## src/rtl/xs3_display_mux.sv

```systemverilog
// xs3_display_mux: decodes strobed Excess-3 key codes into a 4-digit entry
// buffer and drives a time-multiplexed common-anode 7-segment display.
module xs3_display_mux #(
    parameter int unsigned SCAN_DIV = 50000
) (
    input  logic       clk,
    input  logic       rst_n,
    input  logic [3:0] xs3_in,
    input  logic       xs3_valid,
    input  logic       clr,
    output logic [3:0] an,
    output logic [6:0] seg,
    output logic       err,
    output logic [2:0] digit_count
);

    localparam int unsigned PW = (SCAN_DIV > 1) ? $clog2(SCAN_DIV) : 1;
    localparam logic [PW-1:0] PRESC_MAX = PW'(SCAN_DIV - 1);
    localparam logic [6:0] BLANK = 7'b1111111;

    // Active-low {g,f,e,d,c,b,a} pattern for a decimal digit
    function automatic logic [6:0] seg_map(input logic [3:0] d);
        logic [6:0] s;
        case (d)
            4'd0:    s = 7'b1000000;
            4'd1:    s = 7'b1111001;
            4'd2:    s = 7'b0100100;
            4'd3:    s = 7'b0110000;
            4'd4:    s = 7'b0011001;
            4'd5:    s = 7'b0010010;
            4'd6:    s = 7'b0000010;
            4'd7:    s = 7'b1111000;
            4'd8:    s = 7'b0000000;
            4'd9:    s = 7'b0010000;
            default: s = BLANK;
        endcase
        return s;
    endfunction

    logic [PW-1:0] presc;
    logic [1:0]    idx;
    logic [3:0]    digits [4];
    logic          code_ok;
    logic [3:0]    new_digit;

    // XS3 validity check and decode of the incoming code
    always_comb begin
        code_ok   = (xs3_in >= 4'd3) && (xs3_in <= 4'd12);
        new_digit = xs3_in - 4'd3;
    end

    // Scan prescaler and digit index; index advances on prescaler wrap
    always_ff @(posedge clk) begin
        if (!rst_n) begin
            presc <= '0;
            idx   <= '0;
        end else if (presc == PRESC_MAX) begin
            presc <= '0;
            idx   <= idx + 2'd1;
        end else begin
            presc <= presc + 1'b1;
        end
    end

    // Entry buffer: clear wins over a strobe, valid codes shift in, invalid set err
    always_ff @(posedge clk) begin
        if (!rst_n || clr) begin
            for (int unsigned i = 0; i < 4; i++) digits[i] <= '0;
            digit_count <= '0;
            err         <= 1'b0;
        end else if (xs3_valid) begin
            if (code_ok) begin
                digits[3] <= digits[2];
                digits[2] <= digits[1];
                digits[1] <= digits[0];
                digits[0] <= new_digit;
                if (digit_count != 3'd4) digit_count <= digit_count + 3'd1;
                err <= 1'b0;
            end else begin
                err <= 1'b1;
            end
        end
    end

    // Registered display drive from the current index and buffer contents
    always_ff @(posedge clk) begin
        if (!rst_n) begin
            an  <= '1;
            seg <= BLANK;
        end else begin
            an <= ~(4'b0001 << idx);
            if ({1'b0, idx} >= digit_count) seg <= BLANK;
            else                            seg <= seg_map(digits[idx]);
        end
    end

endmodule

```

## config.mk

```make
export PLATFORM = sky130hd
export DESIGN_NAME = xs3_display_mux
export DESIGN_NICKNAME = d
export VERILOG_FILES = /design/src/rtl/xs3_display_mux.sv
export SDC_FILE = /design/constraint.sdc
export NUM_CORES = 1
export LEC_CHECK = 0
export CELL_PAD_IN_SITES_DETAIL_PLACEMENT = 0
export CELL_PAD_IN_SITES_GLOBAL_PLACEMENT = 1
export CORE_MARGIN = 3
export CORE_UTILIZATION = 25
export DETAILED_ROUTE_END_ITERATION = 6
export GPL_ROUTABILITY_DRIVEN = 0
export PLACE_DENSITY_LB_ADDON = 0.1
export SKIP_LAST_GASP = 1
export SYNTH_ARGS = -nofsm -noshare
export SYNTH_HDL_FRONTEND = slang
export SYNTH_SLANG_ARGS = --single-unit
export TNS_END_PERCENT = 1
```

## constraint.sdc

```tcl
create_clock -name clk -period 2.9 [get_ports clk]
set_input_delay 0.435 -clock clk [delete_from_list [all_inputs] [get_ports clk]]
set_output_delay 0.435 -clock clk [all_outputs]
set_load 0.02 [all_outputs]
```

==> flow_metrics.py <==
metrics = {
    "worst_hold_path": {
        "hp-start": "err",
        "timing.hold.worst_endpoint": "err",
        "hp-class": "reg -> reg",
        "worst_hold_path.num_cells": 2,
    },
    "timing": {
        "final-max-slew-violation-count": 0,
        "fin_crit_sh_pct": 69.88,
        "grt_setup_unrepaired": "false",
        "finalSetupViolCount": 0,
        "fin_setup_tns_ns": 0,
        "timing.final.hold_violations": 0,
        "fin_worst_skew_ns": 0.009870,
        "fmax_mhz": 493.5,
        "relSlewSlack_pct": 65.90,
        "fin_crit_ns": 2.027,
        "worst_slew_pin_slew_ns": 0.5102,
    },
    "pwr": {
        "net-switching-power_mw": 0.3143,
        "cellPowerDensity_nw_per_um2": 492.7,
        "power.clock.fraction_pct": 36.3,
        "power.share.switching_pct": 22.88,
        "power.internal_mw": 1.060,
        "p_leak_nw": 1.055,
        "power_frac_comb_pct": 7.9,
        "seq_power_share_pct": 55.8,
        "worst_ir_drop_vdd_mv": 0.2069,
    },
    "placed_design": {
        "placed_cells": 343,
        "detail_placement_hpwl_um": 3111,
        "io_buffers": 22,
    },
    "cts": {
        "cts.clk_slew.worst_paths_ns": 0.09,
        "ctsLongestPathBuffers": 2,
        "tritoncts": "yes",
        "ctsHtreeMaxLevel": 2,
        "cts-resized-gates": 0,
        "ctsRootBufferMaster": "sky130_fd_sc_hd__clkbuf_8",
        "cts.repair_timing.setup_buffer_count": 0,
        "insertion_delay_ns": 0.30,
        "cts_hold_buf": 0,
        "cts-buffers-inserted": 5,
        "numClockSinks": 51,
    },
    "routing": {
        "dr.first_iter.drc_count": 71,
        "route.antenna.remaining_nets": 0,
        "drc": 0,
        "dr_total_vias": 1516,
        "avgRoutedWirePerCell_um": 12.23,
        "detail_route.first_pass.iterations": 4,
        "post_drt_via_cell_ratio": 4.319,
        "routed_wirelength_um": 4291,
    },
    "floorplan": {
        "io-pin-count": 23,
        "die_w_um": 102.5,
        "floorplan.die_area_um2": 10500,
        "core_region_area_um2": 8891,
        "die-height_um": 102.5,
        "row_count": 34,
        "initial_core_util_pct": 26.16,
    },
    "cells_and_area": {
        "layout_common_cells": "sky130_fd_sc_hd__dfxtp_1, sky130_fd_sc_hd__nor2_1, sky130_fd_sc_hd__clkdlybuf4s50_1",
        "seq_area_um2": 1181,
        "post_route_cells_drive_above_1_share_pct": 6.584,
        "multi_input_area_um2": 1065,
        "finalNonFillerCells": 351,
        "final_net_count": 266,
        "areaGrowthSynthToFinish_pct": 19.90,
        "nFillCells": 918,
        "utilization_of_the_core_after_routing_pct": 31.37,
        "antenna_cells_inserted": 0,
        "layout_commonest_cell": "sky130_fd_sc_hd__dfxtp_1",
    },
    "yosys": {
        "synth-seq-cells": 51,
        "ys_top_cells_by_area": "sky130_fd_sc_hd__dfxtp_1, sky130_fd_sc_hd__edfxtp_1, sky130_fd_sc_hd__ha_1, sky130_fd_sc_hd__xnor2_1, sky130_fd_sc_hd__and3_1",
        "synth_unique_cells": 37,
        "synth.cell_area_um2": 2326,
        "ys_dominant_reg_cell": "sky130_fd_sc_hd__dfxtp_1",
        "postSynthAreaPerCell_um2": 10.82,
        "netlist_instances": 215,
        "synthesis.nets": 239,
        "yosysTopAreaCellShare_pct": 30.12,
        "postSynth.asyncResetShare_pct": 0,
        "dominant_cell_type_by_area_after_synthesis": "sky130_fd_sc_hd__dfxtp_1",
        "ys_warn_count": 0,
        "synth_enable_flop_cells": 16,
        "synth_seq_area_share_pct": 50.78,
    },
    "run": {
        "max-cap-violations": 0,
    },
    "setup_path": {
        "r2r.worst_path.cells": 7,
        "timing.critical_path.from_type": "input pin",
        "r2r_end": "seg[4]",
        "crit_fanout": 16,
        "worst_ep_required_time_ns": 3.13,
        "register_to_register_path_setup_slack_ns": 0.93,
        "timing.critical_path.to_type": "flip-flop",
        "criticalPathCategory": "in -> reg",
        "worst_ep_arrival_time_ns": 2.25,
    },
    "grt": {
        "grt_start_max_net_pins": 17,
        "first_global_vias": 1384,
        "grt.total_usage_pct": 8.762,
        "grt_first_pass_wirelength_um": 7100,
        "grt_antenna_before_repair": 0,
        "overflow": 0,
    },
    "run_status": {
        "run_status": "finished, final reports clean",
    },
}
worst max-delay path: stages:
cell	delay [ns]
sky130_fd_sc_hd__clkdlybuf4s50_1	0.46
sky130_fd_sc_hd__ha_1	0.24
sky130_fd_sc_hd__or3_1	0.35
sky130_fd_sc_hd__and3_1	0.35
sky130_fd_sc_hd__and4b_1	0.27
sky130_fd_sc_hd__nor3_1	0.15
Yosys cell counts (all sizes together), types with 2 or more instances:
cell    number
a21o         2
a21oi        4
and2         2
and3        15
buf          2
clkbuf       3
dfxtp       35
edfxtp      16
ha          16
inv         14
mux2i        4
mux4         4
nand2       11
nand2b       3
nand3        7
nand4        4
nor2        24
nor2b        2
nor3         9
nor4         3
nor4bb       2
o211ai       3
o21bai       2
xnor2       17
xor2         2
power groups by stage:
stage          combinational, mW  sequential, mW  clock (mW)
6_report                   0.109           0.767       0.498
5_1_grt                    0.123           0.770       0.548
3_3_place_gp               0.112           0.783           0
4_1_cts                    0.112           0.767       0.525
2_1_floorplan             0.0708           0.782           0
3_5_place_dp               0.111           0.784           0
area by class of cell:
cell class	instances	area share, %
inverters	14	1.884
repair buffers	25	8.703
clock buffers	5	2.467
flip-flops and latches	51	42.35
well taps	108	4.845
clock inverters	3	1.570
multi-input cells	145	38.18
worst max path at each step:
| stage | startpoint | end | slack [ns] |
|---|---|---|---|
| 6_report | xs3_in[0] | digit_count[2] | 0.87 |
| 5_1_grt | presc[0] | presc[11] | 0.64 |
| 4_1_cts | presc[0] | presc[11] | 0.84 |
| 3_5_place_dp | xs3_in[0] | digits[1][3] | 0.56 |
| 3_3_place_gp | xs3_in[0] | digits[3][3] | 0.58 |
| 2_1_floorplan | xs3_in[0] | digits[0][0] | 1.11 |
registers in the layout, summed over array words and instances, names as in the netlist, named ones only:
name	flops
digits	16
presc	16
seg	7
an	4
digit_count	3
idx	2
err	1
cell families after synthesis:
| logic type | count (synthesis) | share of synthesized area (%) |
|---|---|---|
| AO/OA/AOI/OAI | 13 | 3.980 |
| XOR/XNOR | 19 | 7.154 |
| adder cells (fa/ha/maj) | 16 | 8.607 |
| buffers and inverters | 19 | 3.442 |
| flip-flops | 51 | 50.78 |
| multiplexers | 9 | 6.240 |
| AND/OR/NAND/NOR | 88 | 19.80 |
routing by layer:
layer | GRT usage (%) | routed length (um) | vias up
met5 | 0 | 0 | -
met4 | 3.027 | 52 | 0
met3 | 2.457 | 194 | 5
met2 | 11.22 | 1635 | 26
met1 | 13.73 | 2408 | 683
li1 | - | - | 802
stage by stage:
stage,power (mW),hold slack (ns),area [um^2],setup WS [ns]
5_1_grt,1.441,0.5044,2789,0.6400
6_report,1.374,0.4787,2789,0.8735
3_5_place_dp,0.8950,0.4675,2676,0.5588
2_1_floorplan,0.8531,0.4295,2326,1.107
3_3_place_gp,0.8951,0.4460,2676,0.5769
4_1_cts,1.404,0.4856,2789,0.8408
Power figures use the tool's default switching activity.
